## src/rtl/seg7_scan_driver.sv

```systemverilog
// seg7_scan_driver: time-multiplexes four hex nibbles onto a 4-digit 7-segment display,
// committing new words only at frame boundaries and blanking anodes for one cycle per slot.
module seg7_scan_driver #(
    parameter int DIGIT_CYCLES = 50000,
    parameter bit ACTIVE_LOW   = 1'b1
) (
    input  logic        clk,
    input  logic        rst,
    input  logic [15:0] display_in,
    input  logic        load,
    input  logic [3:0]  blank_mask,
    output logic [3:0]  an,
    output logic [6:0]  seg,
    output logic        frame_done,
    output logic        load_ack
);
    localparam int CW = (DIGIT_CYCLES > 2) ? $clog2(DIGIT_CYCLES) : 1;
    localparam logic [3:0] AN_OFF  = ACTIVE_LOW ? 4'hF : 4'h0;
    localparam logic [6:0] SEG_OFF = ACTIVE_LOW ? 7'h7F : 7'h00;
    localparam logic [6:0] HEX [16] = '{7'h3F, 7'h06, 7'h5B, 7'h4F, 7'h66, 7'h6D, 7'h7D, 7'h07,
                                        7'h7F, 7'h6F, 7'h77, 7'h7C, 7'h39, 7'h5E, 7'h79, 7'h71};
    typedef enum logic [1:0] {DIG0, DIG1, DIG2, DIG3} state_t;
    state_t        state_q, state_d;
    logic [CW-1:0] cnt_q, cnt_d;
    logic [15:0]   shadow_q, shadow_d, active_q, active_d;
    logic          pending_q, pending_d, ack_q, ack_d;
    logic [3:0]    an_q, an_d;
    logic [6:0]    seg_q, seg_d, hex;
    logic [1:0]    idx;
    logic          slot_start, slot_end;
    always_comb begin
        idx        = state_q;
        slot_start = cnt_q == '0;
        slot_end   = cnt_q == CW'(DIGIT_CYCLES - 1);
        frame_done = (state_q == DIG3) && slot_end;
        cnt_d      = slot_end ? '0 : cnt_q + 1'b1;
        state_d    = slot_end ? state_t'(state_q + 2'd1) : state_q;
        hex        = HEX[active_q[{idx, 2'b00} +: 4]];
        // count 0 of each slot is the anti-ghosting guard; the new digit's segments settle here
        an_d       = (slot_start || blank_mask[idx]) ? AN_OFF
                   : (ACTIVE_LOW ? ~(4'b0001 << idx) : (4'b0001 << idx));
        seg_d      = slot_start ? (ACTIVE_LOW ? ~hex : hex) : seg_q;
        shadow_d   = load ? display_in : shadow_q;
        active_d   = !frame_done ? active_q : load ? display_in : pending_q ? shadow_q : active_q;
        pending_d  = !frame_done && (load || pending_q);
        ack_d      = frame_done && (load || pending_q);
    end
    always_ff @(posedge clk or negedge rst) begin
        if (!rst) begin
            state_q   <= DIG0;
            cnt_q     <= '0;
            shadow_q  <= '0;
            active_q  <= '0;
            pending_q <= 1'b0;
            ack_q     <= 1'b0;
            an_q      <= AN_OFF;
            seg_q     <= SEG_OFF;
        end else begin
            state_q   <= state_d;
            cnt_q     <= cnt_d;
            shadow_q  <= shadow_d;
            active_q  <= active_d;
            pending_q <= pending_d;
            ack_q     <= ack_d;
            an_q      <= an_d;
            seg_q     <= seg_d;
        end
    end
    assign an       = an_q;
    assign seg      = seg_q;
    assign load_ack = ack_q;
endmodule

```

## config.mk

```make
export PLATFORM = sky130hd
export DESIGN_NAME = seg7_scan_driver
export DESIGN_NICKNAME = d
export VERILOG_FILES = /design/src/rtl/seg7_scan_driver.sv
export SDC_FILE = /design/constraint.sdc
export NUM_CORES = 1
export LEC_CHECK = 0
export CAP_MARGIN = 20
export CORE_ASPECT_RATIO = 1.75
export CORE_MARGIN = 2
export CORE_UTILIZATION = 30
export CTS_CLUSTER_SIZE = 8
export DETAILED_ROUTE_END_ITERATION = 8
export PLACE_DENSITY = 0.54
export RECOVER_POWER = 100
export SLEW_MARGIN = 20
export SYNTH_ARGS = -nofsm -noshare
export SYNTH_HDL_FRONTEND = slang
export SYNTH_SLANG_ARGS = --single-unit
export TNS_END_PERCENT = 10
```

## constraint.sdc

```tcl
create_clock -name clk -period 3 [get_ports clk]
set_input_delay 0.6 -clock clk [delete_from_list [all_inputs] [get_ports clk]]
set_output_delay 0.6 -clock clk [all_outputs]
set_load 0.01 [all_outputs]
```

==> results of run 1 <==
## registers in the layout, indices dropped and copies added, names as in the netlist
register	flops
an	4
seg	7
cnt_q	16
active_q	16
idx	2
shadow_q	16
pending_q	1
load_ack	1
## area by class of cell
class / instances / area, um^2
Clock buffer: 12 / 246
Clock inverter: 3 / 67.6
Fill cell: 994 / 6070
Inverter: 10 / 37.5
Multi-Input combinational cell: 152 / 1310
Sequential cell: 63 / 1590
Tap cell: 125 / 156
Timing Repair Buffer: 42 / 373
## critical path, stage by stage, from the launching register on
cell	delay (ns)
dfrtp_1	0.40
or4_1	0.62
nor4_1	0.35
nand2_1	0.14
nor2_1	0.10
clkbuf_1	0.16
## where the power goes
| part | switching (mW) | internal [mW] |
|---|---|---|
| registers | 0.00458 | 0.874 |
| logic | 0.0385 | 0.0416 |
| clock network | 0.342 | 0.744 |
## cell usage after synthesis, types with 2 or more instances
library cell	number	area [um^2]
dfrtp_1	52	1300
mux2_2	24	270
nand2_1	15	56.3
ha_1	12	150
nor2_1	12	45.0
dfstp_2	11	289
inv_1	10	37.5
mux2_4	10	150
xor2_1	8	70.1
nand3_1	7	35.0
nand4_1	7	43.8
clkbuf_1	6	22.5
a21oi_1	5	25.0
mux4_2	5	113
xnor2_1	5	43.8
buf_2	3	15.0
nand2b_1	3	18.8
nor2b_1	3	18.8
and2_1	2	12.5
and3_1	2	12.5
mux2i_1	2	20.0
nor3_1	2	10.0
nor4_4	2	42.5
o21ai_0	2	10.0
o22a_1	2	17.5
or2_2	2	12.5
or3_1	2	12.5
or4_1	2	15.0
## metal layers
metal	vias to the layer above	track usage	routed length, um
li1	915	-	-
met1	947	0.125	2270
met2	35	0.219	3350
met3	11	0.0402	203
met4	0	0.0621	131
met5	-	0	0
## repair_timing
action | in CTS | in global routing
setup buffers | 0 | 1
resized for setup | 1 | 2
pin swaps | 0 | 1
hold endpoints to repair | 0 | 0
setup endpoints to repair | 1 | 1
## worst paths after layout
kind,from,to,slack (ns)
setup reg to reg,cnt_q[13]$_DFF_PN0_,seg[5]$_DFFE_PN1N_,0.65
hold / removal,cnt_q[0]$_DFF_PN0_,cnt_q[0]$_DFF_PN0_,0.48
hold reg to reg,cnt_q[0]$_DFF_PN0_,cnt_q[0]$_DFF_PN0_,0.48
min in group asynchronous,rst,shadow_q[10]$_DFFE_PN0P_,0.67
setup / recovery,cnt_q[13]$_DFF_PN0_,frame_done,0.29
max in group asynchronous,rst,shadow_q[0]$_DFFE_PN0P_,0.93
## cell families (layout without fill, tap and decap cells)
family / count (synthesis) / after routing / share of synthesized area
buffers and inverters: 20 / 67 / 0.0285
AO/OA/AOI/OAI: 17 / 17 / 0.0388
flip-flops: 63 / 63 / 0.525
multiplexers: 41 / 41 / 0.182
AND/OR/NAND/NOR: 69 / 69 / 0.138
XOR/XNOR: 13 / 13 / 0.0376
adder cells (fa/ha/maj): 12 / 12 / 0.0495
==> impl_metrics.toml, run 1 <==
[sta]
report.final.hold_viol_count = 0
drv_slew = 31
period_share = 0.902
holdWs_ns = 0.484
setup_viol = 0
worst_slack_ns = 0.295
finClkSkew_ns = 0.00619
setup_tns_ns = 0
tightest_slew_ns = 1.61
finalCriticalPeriod_ns = 2.71
slew_headroom = -0.0740
rsz0062_at_grt = "false"
max_freq_mhz = 370

[logic_synthesis]
syn_inst = 235
yosysSeqAreaShare = 0.525
syn-cell-area_mm2 = 0.00303
synth.net_count = 270
synth_edf_count = 0
syn_area_per_cell_um2 = 12.9
synth_flop_cell = "dfrtp_1"
ys_types = 45
yosysWarningCount = 0
ys_ff_latch = 63
async_reset_ff_frac = 1.00

[layout]
drive_gt1_frac = 0.170
fin_area_mm2 = 0.00378
layout_commonest_cell = "dfrtp_1"
utilization = 0.384
nets = 313
mostFrequentLayoutCells = "dfrtp_1, mux2_1, clkdlybuf4s50_1, nand2_1, dlygate4sd3_1"
fin_cells = 407
diodes = 0
syn_to_final_growth_pct = 24.9

[grt]
track_usage = 0.123
grt_max_degree = 31
antenna_found_initial = 0
gr-total-overflow = 0
grt_pass1_vias = 2049
grt_pass1_wl_um = 9990

[floorplanning]
coreArea_mm2 = 0.00985
die_height_um = 137
ios = 36
rows = 48
die_area_mm2 = 0.0110
die_w_um = 80.0
start_util = 0.308

[cts]
cts_tree = "yes"
htree_levels = 3
cts_hold_buf = 0
clk_path_buf_depth = 2
path_clk_slew_ns = 0.05
worstSkewPairLatency_ns = 0.33
cts_sinks = 63
cts-buffers-inserted = 9
root_buffer = "clkbuf_16"

[route]
vias = 1908
finalWirelength_um = 5950
first_iter_violations = 71
drc = 0
post_drt_wl_per_cell_um = 14.6
first_pass_iters = 4
vias_per_cell = 4.69
ant_nets = 0

[place]
dp_slack_ns = 0.340
dp_hpwl_um = 4420
dp.cells = 391
port_buffers = 35
place_area_mm2 = 0.00353
gp_congestion = 0.778

[worst_setup_path]
crit_path_max_fanout = 3
cp-start-kind = "register"
end_kind = "output pin"
cp.required_ns = 2.40
criticalPathCategory = "register to output pin"
reg2reg_depth = 6
worstPathArrival_ns = 2.11

[min_path]
hold_depth = 1
hold_class = "register to register"

[pwr]
p_leak_nw = 1.65
report.power.total_mw = 2.05
ir_worst_vdd_mv = 0.282
powerDensity_mw_per_mm2 = 541

[job]
drv_cap = 1

[status]
violations = "capacitance limit, slew limit"
status = "finished, violations left"
Power figures use the tool's default switching activity.
==> inputs of run 2 (changes only) <==
Settings changed: CELL_PAD_IN_SITES_DETAIL_PLACEMENT set to 1, CELL_PAD_IN_SITES_GLOBAL_PLACEMENT set to 1, PLACE_DENSITY 0.54 to 0.62.
Clock period 3 ns to 2.9 ns, I/O delays scaled along.
==> impl_metrics.toml, run 2 (synthesis results as in run 1) <==
[grt]
track_usage = 0.131
antenna_found_initial = 0
grt_pass1_vias = 2168
met3_usage = 0.0303
grt.busiest_layer = "met2"
gr-total-overflow = 0
grt_max_degree = 33
use_met1 = 0.134
grt.met2_usage = 0.246
grt_pass1_wl_um = 10700

[worst_setup_path]
critPathBufInv = 1
cp.required_ns = 2.32
crit_chain = "or4_4, nor4_1, nand2_1, nor2_1, dlygate4sd2_1"
crit_slowest_cell = "or4_4"
cp-start-kind = "register"
worstPathArrival_ns = 2.14
crit_path_max_fanout = 4
end_kind = "output pin"
cp_top_family = "simple AND/OR/NAND/NOR gates"
criticalPathCategory = "register to output pin"
cpPeakStageDelay_ns = 0.58

[job]
drv_cap = 1

[layout]
layout_commonest_cell = "dfrtp_1"
drive_gt1_frac = 0.191
fin_cells = 407
mostFrequentLayoutCells = "dfrtp_1, mux2_1, clkdlybuf4s50_1, nand2_1, dlygate4sd3_1"
fin_area_mm2 = 0.00381
multi_input_area_mm2 = 0.00131
syn_to_final_growth_pct = 25.8
nets = 312
top_regs = "active_q: 16 flops, cnt_q: 16 flops, shadow_q: 16 flops"
diodes = 0
nFillCells = 1079
ff_latch_area_mm2 = 0.00159

[status]
status = "finished, violations left"
violations = "capacitance limit, slew limit"

[sta]
period_share = 0.938
finalCriticalPeriod_ns = 2.72
report.final.hold_viol_count = 0
rsz0062_at_grt = "false"
max_freq_mhz = 368
drv_slew = 33
holdWs_ns = 0.481
setup_tns_ns = 0
setup_viol = 0
slew_headroom = -0.122
finClkSkew_ns = 0.00675
tightest_slew_ns = 1.68

[pwr]
p_sw_mw = 0.439
ir_worst_vdd_mv = 0.345
p_clk_frac = 0.555
comb_power_share = 0.037
p_int_mw = 1.79
seqPwrFrac = 0.408
p_leak_nw = 1.67
report.power.total_mw = 2.23
powerDensity_mw_per_mm2 = 584
p_sw_frac = 0.197

[cts]
path_clk_slew_ns = 0.05
root_buffer = "clkbuf_16"
cts_hold_buf = 0
cts_tree = "yes"
cts_sinks = 63
post-cts-setup-buffers = 0
worstSkewPairLatency_ns = 0.32
cts_resized = 2
clk_path_buf_depth = 2
htree_levels = 3
cts-buffers-inserted = 9

[place]
port_buffers = 35
gp_congestion = 0.758
dp_hpwl_um = 4750
place_area_mm2 = 0.00354
dp.cells = 391

[route]
drc = 0
finalWirelength_um = 6380
vias = 1938
vias_per_cell = 4.76
post_drt_wl_per_cell_um = 15.7
first_iter_violations = 52
first_pass_iters = 2
ant_nets = 0

[floorplanning]
start_util = 0.308
rows = 48
coreArea_mm2 = 0.00985
ios = 36
die_w_um = 80.0
die_area_mm2 = 0.0110
die_height_um = 137

[min_path]
hold_class = "register to register"
==> run 2: metrics by stage <==
stage	worst slack, ns	utilization
5_1_grt	0.0812	0.387
3_5_place_dp	0.238	0.360
2_1_floorplan	0.781	-
6_report	0.180	0.387
4_1_cts	0.162	0.395
3_3_place_gp	0.266	0.360
==> run 2: cell type report <==
cell class              count  area share
clock buffers               9      0.0591
clock inverters             7      0.0315
inverters                  10     0.00985
multi-input cells         152       0.343
flip-flops and latches     63       0.417
well taps                 125      0.0410
repair buffers             41      0.0982
==> run 2: final timing paths <==
kind | from | to | slack [ns] | cells past startpoint
worst max-delay path | cnt_q[11]$_DFF_PN0_ | frame_done | 0.18 | 5
max in group asynchronous | rst | cnt_q[2]$_DFF_PN0_ | 0.63 | 2
worst min-delay path | shadow_q[6]$_DFFE_PN0P_ | shadow_q[6]$_DFFE_PN0P_ | 0.48 | 1
worst min register to register | shadow_q[6]$_DFFE_PN0P_ | shadow_q[6]$_DFFE_PN0P_ | 0.48 | 1
min in group asynchronous | rst | shadow_q[10]$_DFFE_PN0P_ | 0.69 | 1
worst max register to register | cnt_q[0]$_DFF_PN0_ | seg[2]$_DFFE_PN1N_ | 0.41 | 6
==> run 2: power groups by stage <==
| stage | registers (mW) | logic, mW | clock network (mW) |
|---|---|---|---|
| global placement | 0.923 | 0.0956 | 0 |
| global route | 0.911 | 0.0941 | 1.31 |
| finish | 0.909 | 0.0828 | 1.24 |
| detailed placement | 0.925 | 0.0972 | 0 |
| floorplan | 0.923 | 0.0340 | 0 |
| CTS | 0.909 | 0.0970 | 1.26 |
==> run 2: per-layer routing <==
| metal | vias up | share of wire |
|---|---|---|
| li1 | 916 | - |
| met1 | 991 | 0.37 |
| met2 | 23 | 0.59 |
| met3 | 8 | 0.027 |
| met4 | 0 | 0.018 |
| met5 | - | 0 |
